--- config.mk ---
export PLATFORM = sky130hd
export DESIGN_NAME = mem_copy_engine
export DESIGN_NICKNAME = d
export VERILOG_FILES = /design/src/rtl/mem_copy_engine.sv
export SDC_FILE = /design/constraint.sdc
export NUM_CORES = 1
export LEC_CHECK = 0
export ABC_AREA = 1
export ABC_CLOCK_PERIOD_IN_PS = 3950
export BUFFER_PORTS_ARGS = -buffer_cell sky130_fd_sc_hd__buf_2
export CAP_MARGIN = 30
export CORE_AREA = 4 4 250 252
export DETAILED_ROUTE_END_ITERATION = 12
export DIE_AREA = 0 0 254 256
export SLEW_MARGIN = 10
export SYNTH_ARGS = -nofsm -noshare
export SYNTH_HDL_FRONTEND = slang
export SYNTH_SLANG_ARGS = --single-unit
export TNS_END_PERCENT = 30
--- constraint.sdc ---
create_clock -name clk -period 3.95 [get_ports clk]
set_input_delay 0.79 -clock clk [delete_from_list [all_inputs] [get_ports clk]]
set_output_delay 0.79 -clock clk [all_outputs]
set_load 0.005 [all_outputs]
--- src/rtl/mem_copy_engine.sv ---
// Line-granular copy engine: reads one line from the source region, writes it to the
// destination region, repeats for the requested line count, then pulses done_o.
module mem_copy_engine #(
  parameter int ADDR_WIDTH = 32,
  parameter int DATA_WIDTH = 256,
  parameter int LEN_WIDTH  = 16
) (
  input  logic                  clk,
  input  logic                  rst_n,
  input  logic                  start_i,
  input  logic [ADDR_WIDTH-1:0] src_addr_i,
  input  logic [ADDR_WIDTH-1:0] dst_addr_i,
  input  logic [LEN_WIDTH-1:0]  num_lines_i,
  output logic                  busy_o,
  output logic                  done_o,
  output logic [LEN_WIDTH-1:0]  lines_done_o,
  output logic                  strobe_o,
  output logic [ADDR_WIDTH-1:0] addr_o,
  output logic                  rw_o,
  output logic [DATA_WIDTH-1:0] wdata_o,
  input  logic [DATA_WIDTH-1:0] rdata_i,
  input  logic                  done_i
);

  localparam logic [ADDR_WIDTH-1:0] STRIDE = ADDR_WIDTH'(DATA_WIDTH / 8);

  typedef enum logic [2:0] {
    S_IDLE = 3'd0,
    S_RD   = 3'd1,
    S_GAP  = 3'd2,
    S_WR   = 3'd3,
    S_FIN  = 3'd4
  } state_t;

  state_t                state_q;
  state_t                state_d;
  logic                  next_is_wr_q;
  logic [ADDR_WIDTH-1:0] src_q;
  logic [ADDR_WIDTH-1:0] dst_q;
  logic [LEN_WIDTH-1:0]  count_q;
  logic [LEN_WIDTH-1:0]  lines_q;
  logic [DATA_WIDTH-1:0] line_buf_q;

  logic launch;
  logic rd_ack;
  logic wr_ack;
  logic last_line;

  assign launch    = (state_q == S_IDLE) && start_i && (num_lines_i != '0);
  assign rd_ack    = (state_q == S_RD) && done_i;
  assign wr_ack    = (state_q == S_WR) && done_i;
  assign last_line = (lines_q + LEN_WIDTH'(1)) == count_q;

  // State register
  always_ff @(posedge clk or negedge rst_n) begin
    if (!rst_n) begin
      state_q <= S_IDLE;
    end else begin
      state_q <= state_d;
    end
  end

  // Next-state logic; done_i only matters while a request is outstanding
  always_comb begin
    state_d = state_q;
    case (state_q)
      S_IDLE: begin
        if (start_i) begin
          state_d = (num_lines_i != '0) ? S_RD : S_FIN;
        end
      end
      S_RD: begin
        if (done_i) begin
          state_d = S_GAP;
        end
      end
      S_GAP: begin
        state_d = next_is_wr_q ? S_WR : S_RD;
      end
      S_WR: begin
        if (done_i) begin
          state_d = last_line ? S_FIN : S_GAP;
        end
      end
      S_FIN: begin
        state_d = S_IDLE;
      end
      default: begin
        state_d = S_IDLE;
      end
    endcase
  end

  // Job datapath: pointers, counters and the line buffer
  always_ff @(posedge clk or negedge rst_n) begin
    if (!rst_n) begin
      next_is_wr_q <= 1'b0;
      src_q        <= '0;
      dst_q        <= '0;
      count_q      <= '0;
      lines_q      <= '0;
      line_buf_q   <= '0;
    end else begin
      if (launch) begin
        src_q        <= src_addr_i;
        dst_q        <= dst_addr_i;
        count_q      <= num_lines_i;
        lines_q      <= '0;
        next_is_wr_q <= 1'b0;
      end
      if (rd_ack) begin
        line_buf_q   <= rdata_i;
        next_is_wr_q <= 1'b1;
      end
      if (wr_ack) begin
        lines_q      <= lines_q + LEN_WIDTH'(1);
        src_q        <= src_q + STRIDE;
        dst_q        <= dst_q + STRIDE;
        next_is_wr_q <= 1'b0;
      end
    end
  end

  // Outputs decode registered state only, so no input reaches an output combinationally
  always_comb begin
    strobe_o     = 1'b0;
    rw_o         = 1'b0;
    addr_o       = '0;
    busy_o       = (state_q != S_IDLE);
    done_o       = (state_q == S_FIN);
    wdata_o      = line_buf_q;
    lines_done_o = lines_q;
    case (state_q)
      S_RD: begin
        strobe_o = 1'b1;
        addr_o   = src_q;
      end
      S_WR: begin
        strobe_o = 1'b1;
        rw_o     = 1'b1;
        addr_o   = dst_q;
      end
      default: begin
        strobe_o = 1'b0;
      end
    endcase
  end

endmodule

==> flow_summary.toml, run 1 <==
[die]
initial_core_util = 0.259
dieHeight_um = 256
die_area_sq_um = 65000
num_io_pins = 648
chip_width_um = 254
core_area_sq_um = 60100
floorplan.rows = 90

[synth]
postSynthNetCount = 1704
xor_and_xnor_fraction_of_the_mapped_netlist_area = 0.00706
synth-adder-area-share = 0.00241
syn_area_per_cell_sq_um = 11.5
post_synth_inst_count = 1361
synthDistinctLibCells = 44
synth.ff_latch_count = 356
area_share_of_and_or_nand_nor_cells_after_synthesis = 0.127
synthesis.area_sq_um = 15600
postSynth.asyncResetShare = 1.00
yosys-mux-area-fraction = 0.185
synth-compound-area-share = 0.0578
yosysWarningCount = 0
synth_enable_flop_cells = 0
ys_seq_area_frac = 0.572
synth-main-ff-cell = "dfrtp_1"
synth_top_family_by_area = "multiplexers"

[run_status]
status = "finished clean"

[timing]
period_share = 0.874
timing.final.hold_violations = 0
tightest_slew_ns = 0.810
setup-violations-final = 0
final.min_clock_period_ns = 3.45
final-max-slew-violation-count = 0
fin_setup_tns_ns = 0
finClkSkew_ns = 0.0104
maxSlewHeadroom = 0.460
rsz0062_at_grt = "false"
clock.fmax_ghz = 0.290

[pwr]
peakVddDrop_uv = 407
power.density_nw_per_um2 = 788
total_leakage_power_uw = 0.0102
fin_total_pwr_uw = 16600

[worst_setup_path]
regToRegEndpoint = "wdata_o[145]"
crit_slowest_cell = "o22ai_1"
rrSetupSlack_ns = 1.36
worstPathRequired_ns = 3.16
critPathTopFamily = "buffers and inverters"
setup.worst_path.class = "register to primary output"
reg2reg_from = "state_q[2]"
critical_path.endpoint_type = "primary output"
path_common_cell = "nor2_4"
crit_arrival_ns = 2.66
critPathBufInv = 3
cp_cell_sequence = "nor2_4, inv_1, nor2_4, clkinv_1, o22ai_1, buf_2"
r2r_cells = 7
max_stage_delay_ns = 0.57
critPathMaxFanout = 19
critical_path.startpoint_type = "register"

[clock_network]
tritoncts = "built"
htreeDepth = 2
cts.sink_count = 356
cts_inserted_buffers = 41
clock_tree_root_driver_cell = "clkbuf_16"
clock_insertion_delay_worst_skew_ns = 0.54
clk_path_buf_depth = 3
clock_pin_slew_reported_for_the_worst_setup_and_hold_paths_after_clock_tree_synthesis_ns = 0.06
cts.hold.buffers_added = 0
postCtsResizedCells = 0
post-cts-setup-buffer-count = 0

[final_layout]
syn_to_final_growth_pct = 35.2
ratio_of_cells_with_drive_above_1_in_the_final_layout = 0.436
nets = 2363

[grt]
grt_start_max_net_pins = 87
grt_use_met3 = 0.0453
grt_antenna_before_repair = 11
globalRoute.busiestLayer = "met2"
grt_overflow_total = 0
grt_pass1_wl_um = 83400
global_route.usage.met2 = 0.295
gr-usage-met1 = 0.186
first_global_vias = 13500
groute.usage.overall = 0.167

[route]
routed-via-count = 13100
route.detailed.drc = 0
detail_route.wirelength_um = 56900
wl_per_cell_um = 20.1
detail-route-antenna-nets = 0
drtPass1Iterations = 6
vias_per_cell = 4.60
dr.first_iter.drc_count = 744

[placed_design]
dp_hpwl_um = 45200
routabilityCongestion = 0.864
port_buffers = 647

[run]
max-cap-violations = 0

[worst_hold_path]
hp-class = "input pin to asynchronous set/reset pin"
-- power breakdown --
part	internal (uW)	total, uW	switching, uW
clock	2320	3850	1530
combinational	2920	6160	3240
sequential	5440	6590	1150
-- synth_stat cells (all sizes together), types with 2 or more instances --
| master | n | area, sq um |
|---|---|---|
| a22oi | 2 | 15.0 |
| o311ai | 6 | 52.6 |
| nand3b | 2 | 15.0 |
| o221ai | 3 | 26.3 |
| nand3 | 83 | 430 |
| ha | 3 | 37.5 |
| a31oi | 2 | 12.5 |
| clkinv | 2 | 7.51 |
| mux2 | 256 | 2880 |
| nor3 | 12 | 60.1 |
| inv | 93 | 349 |
| nand2 | 273 | 1040 |
| buf | 44 | 359 |
| dfrtp | 356 | 8910 |
| xor2 | 9 | 78.8 |
| nor4 | 5 | 31.3 |
| nor2 | 56 | 277 |
| a21oi | 7 | 35.0 |
| nand4 | 15 | 109 |
| o31ai | 2 | 15.0 |
| o21ai | 36 | 180 |
| clkbuf | 12 | 45.0 |
| a22o | 9 | 78.8 |
| o211ai | 44 | 335 |
| o22ai | 24 | 150 |
-- placed cells by master (no fill, tap or decap), types with 4 or more instances in the layout --
master | Yosys | routed
buf_2 | 17 | 646
mux2_1 | 130 | 130
buf_12 | 0 | 6
clkinv_2 | 0 | 10
a21oi_1 | 7 | 7
nor3_1 | 12 | 12
clkbuf_16 | 0 | 43
nand3_2 | 3 | 4
o211ai_1 | 43 | 43
dfrtp_1 | 356 | 356
buf_4 | 0 | 19
a22o_1 | 9 | 9
nor2_4 | 5 | 5
clkbuf_8 | 0 | 11
xor2_1 | 9 | 9
o22ai_1 | 24 | 24
nor4_1 | 5 | 5
inv_1 | 90 | 90
nor2_1 | 45 | 45
clkbuf_1 | 12 | 5
mux2_2 | 126 | 126
o21ai_0 | 35 | 35
nand3_1 | 80 | 79
nor2_2 | 5 | 5
nand4_1 | 14 | 14
nand2_1 | 268 | 268
-- worst register-to-register path: cells and delay by family, from the launching register on --
kind,cells,cell delay [ns]
DFF,1,0.45
muxes,1,0.40
buffers and inverters,3,0.87
and+or+nand+nor,3,0.74
-- registers in the layout (all words and copies together), names as in the netlist --
register	count
wdata_o	256
dst_q	32
src_q	32
count_q	16
lines_done_o	16
state_q	3
next_is_wr_q	1
-- cells by family (layout without fill, tap and decap cells) --
kind of cell / count (synthesis) / in the layout
simple gates: 449 / 449
flops: 356 / 356
mux: 256 / 256
buf+inv: 151 / 841
compound gates: 135 / 135
xor+xnor: 11 / 11
fa+ha+maj: 3 / 3
other cells: 0 / 3
-- layer usage --
metal,vias to the layer above,part of all wire
met1,6344,0.36
met4,12,0.049
met2,598,0.50
li1,5975,-
met3,121,0.084
met5,-,0.0012
-- final cells by class --
type | count | area [sq um]
Antenna cell | 3 | 7.51
Clock buffer | 59 | 1250
Clock inverter | 15 | 134
Fill cell | 6046 | 39100
Inverter | 95 | 357
Multi-Input combinational cell | 854 | 5940
Sequential cell | 356 | 8910
Tap cell | 782 | 978
Timing Repair Buffer | 672 | 3510
-- through the flow --
step	instances	hold WS [ns]	util	cell area, sq um	setup WS (ns)
global route	2835	0.290	0.350	21100	0.352
global placement	2759	0.465	0.327	19700	1.09
finish	2836	0.238	0.351	21100	0.500
CTS	2833	0.248	0.350	21100	0.508
detailed placement	2759	0.469	0.327	19700	1.05
floorplan	1361	0.450	-	15600	1.78
-- worst max path at each step --
stage | start | cells past startpoint | to
6_report | state_q[2] | 6 | addr_o[8]
5_1_grt | state_q[2] | 6 | addr_o[10]
3_5_place_dp | num_lines_i[1] | 8 | src_q[24]
4_1_cts | state_q[2] | 6 | addr_o[10]
3_3_place_gp | num_lines_i[1] | 9 | src_q[1]
2_1_floorplan | state_q[2] | 6 | addr_o[15]
Power figures use the tool's default switching activity.
==> run 2: changes to the inputs <==
--- a/config.mk
+++ b/config.mk
@@ -9,9 +9,12 @@
 export ABC_CLOCK_PERIOD_IN_PS = 3950
 export BUFFER_PORTS_ARGS = -buffer_cell sky130_fd_sc_hd__buf_2
 export CAP_MARGIN = 30
-export CORE_AREA = 4 4 250 252
+export CELL_PAD_IN_SITES_DETAIL_PLACEMENT = 0
+export CELL_PAD_IN_SITES_GLOBAL_PLACEMENT = 1
+export CORE_AREA = 4 4 251 253
 export DETAILED_ROUTE_END_ITERATION = 12
-export DIE_AREA = 0 0 254 256
+export DIE_AREA = 0 0 255 257
+export PLACE_DENSITY_LB_ADDON = 0.1
 export SLEW_MARGIN = 10
 export SYNTH_ARGS = -nofsm -noshare
 export SYNTH_HDL_FRONTEND = slang
==> run 2 against run 1 <==
  * Non-clock buffer count decreased by 8
  * Cell count increased by 0.56%
  * Utilization decreased by 0.31 points
  * Worst hold slack got worse by 0.070 ns
  * Count of clock-buffer cells in the layout up 9
  * First-iteration DRC count down 27%
  * Combinational power is 1% higher
  * Sequential cell count unchanged
  * Die area rose by 0.79%
  * Register-to-register slack got worse by 0.19 ns
  * Global-route usage grew 1.5 points
  * Wire length is 8.9% higher
==> flow_summary.toml, run 2 (synthesis results as in run 1) <==
[worst_setup_path]
crit_arrival_ns = 2.83
crit_start = "state_q[2]"
reg2reg_from = "state_q[2]"
r2r_cells = 7
worstPathRequired_ns = 3.16
cp_cell_sequence = "nor2_4, nand2_4, clkinv_1, buf_4, a22o_1, buf_2"
critical_path.endpoint_type = "primary output"
max_stage_delay_ns = 0.63
worst-path-stages = 6
critPathBufInv = 3
critical_path.startpoint_type = "register"
setup.worst_path.class = "register to primary output"
critPathMaxFanout = 19
crit_slowest_cell = "clkinv_1"
critPathTopFamily = "buffers and inverters"

[timing]
rsz0062_at_grt = "false"
worst_hold_slack_ns = 0.168
post-route-worst-setup-slack_ns = 0.329
period_share = 0.917
clock.fmax_ghz = 0.276
timing.final.hold_violations = 0
finClkSkew_ns = 0.0199
final-max-slew-violation-count = 0
fin_setup_tns_ns = 0
setup-violations-final = 0
maxSlewHeadroom = 0.422
final.min_clock_period_ns = 3.62
tightest_slew_ns = 0.866

[route]
detail_route.wirelength_um = 62000
routed-via-count = 12800
vias_per_cell = 4.49
dr.first_iter.drc_count = 540
wl_per_cell_um = 21.7
detail-route-antenna-nets = 0
drtPass1Iterations = 6
route.detailed.drc = 0

[die]
initial_core_util = 0.255
chip_width_um = 255
num_io_pins = 648
core_area_sq_um = 61000
die_area_sq_um = 65500
floorplan.rows = 91
dieHeight_um = 257

[clock_network]
cts_inserted_buffers = 46
clock_pin_slew_reported_for_the_worst_setup_and_hold_paths_after_clock_tree_synthesis_ns = 0.06
clock_insertion_delay_worst_skew_ns = 0.58
tritoncts = "built"
postCtsResizedCells = 0
htreeDepth = 2
cts.sink_count = 356
clock_tree_root_driver_cell = "clkbuf_16"
cts.hold.buffers_added = 0
clk_path_buf_depth = 3
post-cts-setup-buffer-count = 0

[pwr]
seq_power_share = 0.383
net-switching-power_uw = 6070
total_leakage_power_uw = 0.0103
fin_total_pwr_uw = 16900
power.clock.fraction = 0.249
power.switching_fraction = 0.358
internal_power_uw = 10900
gate_power_share = 0.368
peakVddDrop_uv = 386
power.density_nw_per_um2 = 799

[grt]
groute.usage.overall = 0.182
grt_pass1_wl_um = 89300
grt_start_max_net_pins = 94
grt_overflow_total = 0
grt_antenna_before_repair = 23
first_global_vias = 13200

[run_status]
status = "finished clean"

[final_layout]
finish.utilization = 0.347
layout_common_cells = "buf_2 (646), dfrtp_1 (356), nand2_1 (268)"
syn_to_final_growth_pct = 36.0
nets = 2360
most_common_cell_after_layout_fill_and_taps_aside = "buf_2"
ratio_of_cells_with_drive_above_1_in_the_final_layout = 0.433
largest_register_ff_count = 256

[placed_design]
pre_cts_slack_ns = 0.538
dp_hpwl_um = 47600
routabilityCongestion = 0.803
port_buffers = 647

[worst_hold_path]
hp-class = "input pin to asynchronous set/reset pin"

[run]
max-cap-violations = 0
==> run 2: worst paths after layout <==
path | end | slack, ns
max | addr_o[1] | 0.33
min | wdata_o[44] | 0.17
max reg2reg | wdata_o[179] | 1.17
min reg2reg | dst_q[1] | 0.48
max in group asynchronous | wdata_o[147] | 2.86
min in group clk | src_q[4] | 0.41
==> run 2: per-layer routing <==
layer,global-route usage,vias up,part of all wire
li1,-,5987,-
met2,0.313,451,0.49
met4,0.0570,14,0.028
met5,0,-,0.0015
met1,0.218,6254,0.40
met3,0.0549,100,0.079
==> run 2: per-stage QoR <==
step | cells | area [sq um]
floorplan | 1361 | 15600
detailed placement | 2759 | 19700
global route | 2848 | 21200
global placement | 2759 | 19700
CTS | 2840 | 21200
finish | 2852 | 21200
==> run 2: power groups by stage <==
stage / clock network (uW) / registers, uW / logic, uW
finish: 4210 / 6500 / 6240
global route: 4520 / 6750 / 6900
CTS: 4360 / 6520 / 6410
detailed placement: 0 / 6560 / 6400
global placement: 0 / 6510 / 6360
floorplan: 0 / 6530 / 3110
==> run 2: worst register-to-register path, delay by kind of cell, from the launching register on <==
| family | cells | cell delay [ns] |
|---|---|---|
| flip-flops | 1 | 0.44 |
| multiplexers | 1 | 0.31 |
| AND/OR/NAND/NOR | 3 | 1.12 |
| buffers and inverters | 3 | 0.79 |
==> run 2: area by class of cell <==
class | instances | area (sq um)
Antenna cell | 12 | 30.0
Clock buffer | 68 | 1370
Clock inverter | 13 | 139
Fill cell | 6327 | 39800
Inverter | 95 | 358
Multi-Input combinational cell | 854 | 5940
Sequential cell | 356 | 8910
Tap cell | 790 | 988
Timing Repair Buffer | 664 | 3480
